**src/rtl/cla_seq_pkg.sv**
```systemverilog
// Shared types and pin map for the nibble-serial CLA add/subtract sequencer.
package cla_seq_pkg;

  typedef enum logic [0:0] {StIdle, StRun} state_e;

  // uio_in bit positions
  localparam int unsigned UioStart    = 0;
  localparam int unsigned UioSub      = 1;
  localparam int unsigned UioInValid  = 2;
  localparam int unsigned UioAbort    = 3;
  // uio_out bit positions
  localparam int unsigned UioBusy     = 4;
  localparam int unsigned UioOutValid = 5;
  localparam int unsigned UioDone     = 6;
  localparam int unsigned UioCarryOut = 7;

  localparam logic [7:0] UioOeMask = 8'hF0;

endpackage

```
**src/rtl/cla_seq_if.sv**
```systemverilog
// Tiny Tapeout tile pin bundle; the tile itself is the slave side.
interface cla_seq_if;
  logic       ena;
  logic [7:0] ui_in;
  logic [7:0] uio_in;
  logic [7:0] uo_out;
  logic [7:0] uio_out;
  logic [7:0] uio_oe;

  modport master (output ena, ui_in, uio_in, input uo_out, uio_out, uio_oe);
  modport slave  (input ena, ui_in, uio_in, output uo_out, uio_out, uio_oe);
endinterface

```
**src/rtl/cla4.sv**
```systemverilog
// Combinational 4-bit carry-lookahead adder; also exposes the carry into bit 3.
module cla4 (
  input  logic [3:0] a_i,
  input  logic [3:0] b_i,
  input  logic       cin_i,
  output logic [3:0] sum_o,
  output logic       cout_o,
  output logic       c3_o
);
  logic [3:0] g, p;
  logic [4:0] c;

  always_comb begin
    g    = a_i & b_i;
    p    = a_i ^ b_i;
    c[0] = cin_i;
    c[1] = g[0] | (p[0] & cin_i);
    c[2] = g[1] | (p[1] & g[0]) | (p[1] & p[0] & cin_i);
    c[3] = g[2] | (p[2] & g[1]) | (p[2] & p[1] & g[0]) | (p[2] & p[1] & p[0] & cin_i);
    c[4] = g[3] | (p[3] & g[2]) | (p[3] & p[2] & g[1]) | (p[3] & p[2] & p[1] & g[0]) |
           (p[3] & p[2] & p[1] & p[0] & cin_i);
    sum_o  = p ^ c[3:0];
    cout_o = c[4];
    c3_o   = c[3];
  end
endmodule

```
**src/rtl/tt_um_cla_seq.sv**
```systemverilog
// Multi-precision add/subtract sequencer: one nibble per beat through a single cla4.
module tt_um_cla_seq
  import cla_seq_pkg::*;
#(
  parameter int unsigned Nibbles = 4
) (
  input logic     clk,
  input logic     rst_n,
  cla_seq_if.slave bus
);
  localparam logic [1:0] LastIdx = 2'(Nibbles - 1);

  state_e     state_q, state_d;
  logic       carry_q, carry_d;
  logic [1:0] count_q, count_d;
  logic       sub_q, sub_d;
  logic       zero_q, zero_d;
  logic       ovf_q, ovf_d;
  logic       cout_q, cout_d;
  logic [3:0] res_q, res_d;
  logic [1:0] idx_q, idx_d;
  logic       out_valid_q, out_valid_d;
  logic       done_q, done_d;

  logic       start, sub_in, in_valid, abort;
  logic [3:0] sum;
  logic       cout4, c3;
  logic       unused_uio;

  assign start      = bus.uio_in[UioStart];
  assign sub_in     = bus.uio_in[UioSub];
  assign in_valid   = bus.uio_in[UioInValid];
  assign abort      = bus.uio_in[UioAbort];
  assign unused_uio = ^bus.uio_in[7:4];

  cla4 u_cla4 (
    .a_i   (bus.ui_in[3:0]),
    .b_i   (bus.ui_in[7:4] ^ {4{sub_q}}),
    .cin_i (carry_q),
    .sum_o (sum),
    .cout_o(cout4),
    .c3_o  (c3)
  );

  always_comb begin
    state_d     = state_q;
    carry_d     = carry_q;
    count_d     = count_q;
    sub_d       = sub_q;
    zero_d      = zero_q;
    ovf_d       = ovf_q;
    cout_d      = cout_q;
    res_d       = res_q;
    idx_d       = idx_q;
    out_valid_d = 1'b0;
    done_d      = 1'b0;
    if (abort) begin
      state_d = StIdle;
      carry_d = 1'b0;
      count_d = '0;
      zero_d  = 1'b0;
      ovf_d   = 1'b0;
      cout_d  = 1'b0;
    end else begin
      unique case (state_q)
        StIdle: begin
          if (start) begin
            state_d = StRun;
            sub_d   = sub_in;
            carry_d = sub_in;  // +1 of two's-complement subtract enters as carry-in
            count_d = '0;
            zero_d  = 1'b1;
            ovf_d   = 1'b0;
            cout_d  = 1'b0;
          end
        end
        StRun: begin
          if (in_valid) begin
            res_d       = sum;
            idx_d       = count_q;
            carry_d     = cout4;
            count_d     = 2'(count_q + 2'd1);
            zero_d      = zero_q & (sum == 4'h0);
            out_valid_d = 1'b1;
            if (count_q == LastIdx) begin
              done_d  = 1'b1;
              cout_d  = cout4;
              ovf_d   = c3 ^ cout4;
              count_d = '0;
              state_d = StIdle;
            end
          end
        end
        default: state_d = StIdle;
      endcase
    end
  end

  always_ff @(posedge clk or negedge rst_n) begin
    if (!rst_n) begin
      state_q     <= StIdle;
      carry_q     <= 1'b0;
      count_q     <= '0;
      sub_q       <= 1'b0;
      zero_q      <= 1'b0;
      ovf_q       <= 1'b0;
      cout_q      <= 1'b0;
      res_q       <= '0;
      idx_q       <= '0;
      out_valid_q <= 1'b0;
      done_q      <= 1'b0;
    end else if (bus.ena) begin
      state_q     <= state_d;
      carry_q     <= carry_d;
      count_q     <= count_d;
      sub_q       <= sub_d;
      zero_q      <= zero_d;
      ovf_q       <= ovf_d;
      cout_q      <= cout_d;
      res_q       <= res_d;
      idx_q       <= idx_d;
      out_valid_q <= out_valid_d;
      done_q      <= done_d;
    end
  end

  always_comb begin
    bus.uo_out               = {idx_q, ovf_q, zero_q, res_q};
    bus.uio_out              = '0;
    bus.uio_out[UioBusy]     = (state_q == StRun);
    bus.uio_out[UioOutValid] = out_valid_q;
    bus.uio_out[UioDone]     = done_q;
    bus.uio_out[UioCarryOut] = cout_q;
    bus.uio_oe               = UioOeMask;
  end
endmodule
```
**src/flat_wrapper.sv**
```systemverilog
// flat-port wrapper written by rule: the top's interface ports become plain ports
module tt_um_cla_seq_flat import cla_seq_pkg::*;
#(
  parameter int unsigned Nibbles = 4
)
  (clk, rst_n, bus_ena, bus_ui_in, bus_uio_in, bus_uo_out, bus_uio_out, bus_uio_oe);
  cla_seq_if bus_i ();
  input logic clk;
  input logic rst_n;
  input wire logic [$bits(bus_i.ena)-1:0] bus_ena;
  input wire logic [$bits(bus_i.ui_in)-1:0] bus_ui_in;
  input wire logic [$bits(bus_i.uio_in)-1:0] bus_uio_in;
  output wire logic [$bits(bus_i.uo_out)-1:0] bus_uo_out;
  output wire logic [$bits(bus_i.uio_out)-1:0] bus_uio_out;
  output wire logic [$bits(bus_i.uio_oe)-1:0] bus_uio_oe;
  assign bus_i.ena = bus_ena;
  assign bus_i.ui_in = bus_ui_in;
  assign bus_i.uio_in = bus_uio_in;
  assign bus_uo_out = bus_i.uo_out;
  assign bus_uio_out = bus_i.uio_out;
  assign bus_uio_oe = bus_i.uio_oe;
  tt_um_cla_seq #(.Nibbles(Nibbles)) u_core (.clk(clk), .rst_n(rst_n), .bus(bus_i));
endmodule
```
**config.mk**
```make
export PLATFORM = sky130hd
export DESIGN_NAME = tt_um_cla_seq_flat
export DESIGN_NICKNAME = d
export VERILOG_FILES = /design/src/rtl/cla_seq_pkg.sv /design/src/rtl/cla_seq_if.sv /design/src/rtl/cla4.sv /design/src/rtl/tt_um_cla_seq.sv /design/src/flat_wrapper.sv
export SDC_FILE = /design/constraint.sdc
export NUM_CORES = 1
export LEC_CHECK = 0
export ABC_AREA = 1
export BUFFER_PORTS_ARGS = -buffer_cell sky130_fd_sc_hd__buf_2
export CAP_MARGIN = 15
export CORE_MARGIN = 2
export CORE_UTILIZATION = 47
export CTS_CLUSTER_SIZE = 16
export DETAILED_ROUTE_END_ITERATION = 8
export HOLD_SLACK_MARGIN = 0.12
export PLACE_DENSITY = 0.83
export REMOVE_ABC_BUFFERS = 1
export SYNTH_ARGS = -nofsm -noshare
export SYNTH_HDL_FRONTEND = slang
export SYNTH_SLANG_ARGS = --single-unit
```
**constraint.sdc**
```tcl
create_clock -name clk -period 2.2 [get_ports clk]
set_input_delay 0.11 -clock clk [delete_from_list [all_inputs] [get_ports clk]]
set_output_delay 0.11 -clock clk [all_outputs]
set_load 0.02 [all_outputs]
```
* Word level (Yosys, flattened, before mapping)
Index checks and enable logic that the tools add are counted.
Word-level totals: flip-flop bits (word level) 16, bits of input ports 19, word-level logic and storage cells 89
Cells by class: add/sub/neg operators 1, eq/ne operators 4, multiplexer cells 34, bitwise logic cells 34, reduce and logical (&&, ||, !) cells 5
Operators by type and width (count):
- 1-bit two-way mux | 24
- 1-bit AND | 17
- 4-bit AND reduction | 3
- 4-bit XOR | 3
- 1-bit bitwise OR | 10
- 1-bit case mux with 2 select lines | 5
- 3-bit inequality test (second input constant) | 3
- 2-bit two-way mux | 4
- 4-bit AND | 1
- 4-bit zero test | 1
- 2-bit case mux with 2 select lines | 1
- 3-bit AND reduction | 1
- 2-bit by 1-bit adder with 2-bit output (second input constant) | 1
- 2-bit == test (second input constant) | 1
- 1-bit NOT | 2
- 1-bit XOR | 1

* Longest topological paths before layout
Gate-level depths: netlist of the first run.
word-level depth 12, gate-level depth with buffers 13, depth with buffers taken out 12

* Modules after synthesis
From an unflattened synthesis of the first run, not the netlist that was laid out.
Second synthesis, totals: cell total of the unflattened synthesis 147, area total of the unflattened synthesis 1121.1 µm²
By module, submodules not included:
- tt_um_cla_seq | times used 1, cells each 116, area an instance 927.1 µm², seq. area each 400.4 µm²
- cla4 | times used 1, cells each 31, area an instance 193.9 µm², seq. area each 0.0 µm²

* Worst setup path after synthesis of the first run
Ideal clock, no wire load.
path kind reg2reg, from register u_core.sub_q, to register u_core.cout_q, data arrival time 1.624 ns, required time 2.079 ns, setup slack 0.455 ns, cell stages (with the launch flop) 11, period minus slack after synthesis 1.745 ns, path through dfrtp_1 clkbuf_1 xor2_1 ha_1 nand2_1 nand2_1 nor2_2 nand2_2 nand2_2 nand2_1 a22o_1
Between the ends: cells in the longest elaborated chain, start to end 11, elaborated cells on any way between the ends 18
RTL lines:
- start: declaration | line tt_um_cla_seq.sv:16 | logic sub_q, sub_d;
- start signal: assignment | line tt_um_cla_seq.sv:116 | sub_q <= sub_d;
- 4-bit XOR * | line tt_um_cla_seq.sv:38 | .b_i (bus.ui_in[7:4] ^ {4{sub_q}}),
- 4-bit XOR or 4-bit AND (tied branches) | line cla4.sv:15, cla4.sv:14
- 1-bit AND (on tied branches) | line cla4.sv:20, cla4.sv:21
- 1-bit bitwise OR (tied with other cells) (2 in a row) | line cla4.sv:20 | c[4] = g[3] | (p[3] & g[2]) | (p[3] & p[2] & g[1]) | (p[3] & p[2] & p[1] & g[0]) |
- 1-bit bitwise OR or 1-bit AND (tied branches) | line cla4.sv:20, cla4.sv:21
- 1-bit bitwise OR * | line cla4.sv:20
- 1-bit two-way mux * | line tt_um_cla_seq.sv:85 | if (count_q == LastIdx) begin
- 1-bit two-way mux * | line tt_um_cla_seq.sv:78 | if (in_valid) begin
- 1-bit case mux with 2 select lines * | line tt_um_cla_seq.sv:65 | unique case (state_q)
- 1-bit two-way mux * | line tt_um_cla_seq.sv:57 | if (abort) begin
- end signal: assignment | line tt_um_cla_seq.sv:119 | cout_q <= cout_d;
- end: declaration | line tt_um_cla_seq.sv:19 | logic cout_q, cout_d;
Every way passes the cells marked *; elsewhere a longest branch is shown, timed or not. The select of a mux whose other input is x is not followed. A chain may end at the register's enable or synchronous reset.

* Worst setup path after layout of the first run
Same ends and word-level chain as after synthesis.

==> results of run 1 <==
[per-layer routing]
layer	vias to the layer above	routed length (µm)	track usage, %	part of all wire (%)
li1	445	-	-	-
met1	408	798	18.2	42
met2	37	973	29.1	51
met3	4	107	2.59	5.6
met4	0	38	8.77	2.0
met5	-	0	0	0
[synthesized netlist by cell type (all sizes together)]
cell and number:
buf 19, nor3 1, nand3b 1, dfrtp 16, xor2 4, nand4 1
a31oi 1, nor2 10, o21ai 11, xnor2 1, inv 16, a22oi 1
fa 1, ha 5, conb 2, clkbuf 1, nand3 9, nand2 36
a21oi 1, a22o 1
[state kept, by name (all words and copies together), names as in the netlist]
| name | cells |
|---|---|
| u_core.carry_q | 1 |
| u_core.zero_q | 1 |
| u_core.count_q | 2 |
| u_core.cout_q | 1 |
| u_core.res_q | 4 |
| u_core.ovf_q | 1 |
| u_core.idx_q | 2 |
| u_core.sub_q | 1 |
| u_core.out_valid_q | 1 |
| u_core.state_q | 1 |
| u_core.done_q | 1 |
[area by class of cell]
| type | instances | area, µm² | share of cell area, % |
|---|---|---|---|
| inverters | 16 | 60.1 | 5.06 |
| repair buffers | 29 | 160 | 13.5 |
| clock buffers | 3 | 22.5 | 1.90 |
| well taps | 28 | 35.0 | 2.95 |
| multi-input cells | 96 | 508 | 42.8 |
| flip-flops and latches | 16 | 400 | 33.8 |
[logic make-up after synthesis]
| logic type | share of synthesized area [%] |
|---|---|
| AOI/OAI and AO/OA | 7.68 |
| xor gates and xnor gates | 4.07 |
| adders and majority gates | 7.68 |
| buffers and inverters | 19.0 |
| DFF | 37.3 |
| other | 0.699 |
| and+or+nand+nor | 23.6 |
[power groups by stage]
| stage | clock [mW] | sequential, mW | combinational [mW] |
|---|---|---|---|
| floorplan | 0 | 0.436 | 0.234 |
| global placement | 0 | 0.383 | 0.382 |
| detailed placement | 0 | 0.388 | 0.398 |
| CTS | 0.152 | 0.382 | 0.403 |
| global route | 0.161 | 0.389 | 0.456 |
| finish | 0.152 | 0.381 | 0.402 |
[worst min-delay path by stage]
stage / from / endpoint / slack, ps / depth (start not counted)
final: bus_uio_in[0] / u_core.state_q / 140 / 3
after global routing: bus_uio_in[0] / u_core.state_q / 160 / 3
after CTS: bus_uio_in[0] / u_core.state_q / 140 / 3
after detailed placement: rst_n / u_core.idx_q[0] / 30 / 1
after global placement: rst_n / u_core.res_q[3] / 30 / 1
after floorplan: rst_n / u_core.carry_q / -190 / 0
[per-stage QoR]
stage               area, µm²  util [%]  power [mW]  hold WS [ps]
detailed placement       1130      51.7       0.786          32.8
CTS                      1190      54.1       0.938           143
finish                   1190      54.1       0.935           140
floorplan                 968         -       0.670          -186
global placement         1130      51.7       0.765          25.5
global route             1190      54.1        1.01           162
[critical path: stages, from the launching register on]
cell and delay (ps):
dfrtp_1 470, xor2_1 190, ha_1 370, nand2_1 120, nor2_2 40, nor2_2 130
nand2_2 80, nand2_2 70, nand2_1 90, a22o_1 190
[what timing repair did]
| item | CTS | global route |
|---|---|---|
| hold endpoints to repair | 19 | 0 |
| gates resized for setup | 0 | 0 |
| hold buffers | 3 | 0 |
==> results_dict.tcl, run 1 <==
set metrics [dict create \
    drc 0 \
    p_leak_nw 0.684 \
    cp_max_fo 6 \
    initial_core_util_pct 49.1 \
    antenna_found_initial 0 \
    drt_pre_antenna_iters 4 \
    layout-drive-gt1-share_pct 21.9 \
    synth_top_area_share_pct 37.3 \
    yosys_register_bits 16 \
    drt-vias-per-instance 4.76 \
    power_frac_comb_pct 43.0 \
    clockRootBuffer "clkbuf_4" \
    ir_drop_mv 0.421 \
    power_density_nw_per_um2 788 \
    final_max_slew_viol_count 0 \
    period_share_pct 84.6 \
    pwr-share-clk_pct 16.3 \
    final_cell_mix "34 x nand2_1, 26 x buf_2, 16 x inv_1, 16 x dfrtp_1, 12 x conb_1" \
    drt_wl_total_um 1920 \
    fin_cells 188 \
    rows 17 \
    r2r_cells 9 \
    setup_violations 0 \
    yosysTopAreaCell "dfrtp_1" \
    routed-via-count 894 \
    power.switching_mw 0.381 \
    cts_buffers 3 \
    gp_congestion 0.860 \
    die_x_um 51.8 \
    fmax_ghz 0.537 \
    synth_cell_type_count 25 \
    rr_startpoint "u_core.sub_q" \
    cts_tree "done" \
    fin_tns_setup_ps 0 \
    path_clk_slew_ps 90 \
    yosys_warnings 0 \
    status "finished, final reports clean" \
    swShare_pct 40.8 \
    grt_max_degree 17 \
    crit_type "flip-flop to flip-flop" \
    timing_hold_violations_final 0 \
    grt-ovfl-total 0 \
    syn_area_um2 1070 \
    die_area_um2 2690 \
    worst_slack_ps 338 \
    postSynthAreaPerCell_um2 7.79 \
    crit_arrival_ps 2040 \
    io_buffers 26 \
    clock_sinks 16 \
    rsz0062_at_grt "false" \
    clockBufferDepth 2 \
    synth.area.top_cells "dfrtp_1 37%, buf_4 13%, nand2_1 12%" \
    r2r_setup_slack_ps 340 \
    pin_count 43 \
    dp.cells 182 \
    final_antenna_net_count 0 \
    n_antenna_cell 0 \
    start_kind "flip-flop" \
    fin_worst_skew_ps 4.34 \
    cp.required_ps 2380 \
    cp-endpoint "u_core.cout_q" \
    final_common_cell "nand2_1" \
    layout.nets 187 \
    htreeDepth 1 \
    synth_seq_area_share_pct 37.3 \
    min_path_type "primary input to flip-flop" \
    grt_pass1_vias 843 \
    wl_per_cell_um 10.2 \
    fillers 206 \
    drtIter0Drc 23 \
    area_growth_pct 10.4 \
    syn_inst 138 \
    grt_pass1_wl_um 3300 \
    dp_slack_ps 350 \
    period_needed_ps 1860 \
    p_seq_share_pct 40.8 \
    die_y_um 51.8 \
    grt.total_usage_pct 16.3 \
    clk-insertion-delay-late_ps 280 \
    post_cts_buffers 0 \
    maxCapViolations 0 \
    worstReg2RegEnd "u_core.cout_q" \
    endpoint_kind "flip-flop" \
    internal_power_mw 0.553 \
    cp-startpoint "u_core.sub_q" \
    coreArea_um2 2190 \
    hpwl_um 1590 \
]
Note: power is estimated with default switching activity, not from simulation.
==> inputs of run 2 (changes only) <==
Clock period 2.2 ns to 1.8 ns, I/O delays scaled along.
==> run 2 against run 1 <==
  * The run now ends with setup timing left
  * Fmax decreased by 0.44%
  * Final cell count is 4.8% higher
  * Worst setup slack worse by 410 ps
  * Utilization rose by 3.9 points
  * Critical path depth increased by 3
  * Routed wire length rose by 15%
  * Design area is 7.2% higher
  * Hold slack got worse by 22 ps
  * Total power is 39% higher
  * Count of clock-buffer cells in the layout increased by 1
  * Global-route usage rose by 1.9 points
  * Sequential share of layout area shrank 2.2 points
  * Critical endpoint is now u_core.zero_q
  * Largest power group unchanged
  * Highest routed layer unchanged
==> results_dict.tcl, run 2 (synthesis gave the netlist of run 1 again) <==
set metrics [dict create \
    status "finished with violations" \
    violations "setup timing" \
    grt-ovfl-total 0 \
    largest_register "u_core.res_q" \
    power_density_nw_per_um2 1020 \
    clockRootBuffer "clkbuf_4" \
    initial_core_util_pct 49.1 \
    timing_hold_violations_final 0 \
    crit_family "simple AND/OR/NAND/NOR gates" \
    place_area_um2 1150 \
    grt_pass1_vias 831 \
    reg_top3 "u_core.res_q: 4 flops, u_core.count_q: 2 flops, u_core.idx_q: 2 flops" \
    grt.total_usage_pct 18.1 \
    final_cell_area_um2 1270 \
    clock_sinks 16 \
    crit_slowest_cell "dfrtp_2" \
    gp_congestion 0.860 \
    rsz0062_at_grt "true" \
    path_cells "xor2_1 > ha_1 > nand2_1 > nor2_2 > nor2_2 > buf_4 > nand3b_1 > nand2_1 > nand2_1 > nand2_1 > nand2_1 > nand2_1" \
    fmax_ghz 0.535 \
    pin_count 43 \
    n_antenna_cell 0 \
    final_max_slew_viol_count 0 \
    layout-drive-gt1-share_pct 27.8 \
    clk-insertion-delay-late_ps 290 \
    worst-path-buf-inv 1 \
    cp.required_ps 2000 \
    grt_pass1_wl_um 3400 \
    crit_type "flip-flop to flip-flop" \
    cts_tree "done" \
    wl_per_cell_um 11.2 \
    drt_wl_total_um 2200 \
    drt_pre_antenna_iters 4 \
    final_antenna_net_count 0 \
    period_needed_ps 1870 \
    worst_slack_ps -70.3 \
    drc 0 \
    start_kind "flip-flop" \
    layout.nets 195 \
    critPathMaxStageDelay_ps 470 \
    maxCapViolations 0 \
    ir_drop_mv 0.623 \
    period_share_pct 104 \
    largest_register_ffs 4 \
    grt_max_degree 17 \
    fin_worst_skew_ps 1.65 \
    cp_max_fo 5 \
    cts_buffers 3 \
    io_buffers 26 \
    hpwl_um 1650 \
    routed-via-count 929 \
    rows 17 \
    antenna_found_initial 0 \
    path_clk_slew_ps 90 \
    die_y_um 51.8 \
    area_growth_pct 18.3 \
    min_path_type "primary input to flip-flop" \
    die_x_um 51.8 \
    cpMostUsedCell "nand2_1" \
    coreArea_um2 2190 \
    crit_arrival_ps 2070 \
    drt-vias-per-instance 4.72 \
    total_power_mw 1.30 \
    endpoint_kind "flip-flop" \
    clockBufferDepth 2 \
    final_common_cell "nand2_1" \
    drtIter0Drc 40 \
    final_cell_mix "33 x nand2_1, 26 x buf_2, 16 x inv_1" \
    p_leak_nw 0.729 \
    die_area_um2 2690 \
    htreeDepth 1 \
    setup_violations 1 \
]
-- run 2: area by class of cell --
class,instances,area (µm²)
inverter,16,60.1
clock buffer,4,36.3
fill,183,920
timing repair buffer,37,220
sequential,16,402
tap,28,35.0
multi-input combinational,96,518
-- run 2: routing by layer --
| layer | routed length, µm | vias to the layer above | global-route usage, % |
|---|---|---|---|
| li1 | - | 464 | - |
| met1 | 911 | 420 | 18.9 |
| met2 | 1090 | 39 | 31.6 |
| met3 | 115 | 6 | 3.16 |
| met4 | 81 | 0 | 14.5 |
| met5 | 0 | - | 0 |
-- run 2: worst min-delay path, delay by kind of cell --
kind | cells | cell delay [ps]
simple gates | 1 | 90
buf+inv | 1 | 90
compound gates | 1 | 100
-- run 2: final timing paths --
path                                       to          startpoint  cells after the start  slack, ps
setup / recovery                u_core.zero_q        u_core.sub_q                     12        -70
hold / removal                 u_core.state_q       bus_uio_in[0]                      3        120
setup reg to reg                u_core.zero_q        u_core.sub_q                     12        -70
hold reg to reg            u_core.out_valid_q  u_core.out_valid_q                      2        480
max in group asynchronous        u_core.sub_q               rst_n                      2       1300
min in group asynchronous     u_core.idx_q[0]               rst_n                      2        220
-- run 2: per-stage QoR --
stage / setup WS (ps) / instances / hold slack, ps / util [%] / setup TNS (ps)
after floorplan: 132 / 128 / -206 / - / 0
after global placement: 26.9 / 184 / 6.26 / 52.4 / 0
after detailed placement: -59.4 / 184 / 15.7 / 52.4 / -155
after CTS: -10.2 / 196 / 127 / 57.2 / -12.8
after global routing: -138 / 197 / 130 / 58.0 / -330
final: -70.3 / 197 / 118 / 58.0 / -70.3
-- run 2: power by group --
part	internal, mW	switching, mW
Sequential	0.422	0.0441
Clock	0.123	0.119
Combinational	0.245	0.343
Total	0.791	0.506
-- run 2: timing repair --
action / 4_1_cts / 5_1_grt
setup buffers: 5 / 1
resized for setup: 1 / 2
pin swaps: 2 / 12
endpoints found under the setup margin: 4 / 5
hold buffers: 3 / 0
hold endpoints to repair: 19 / 0
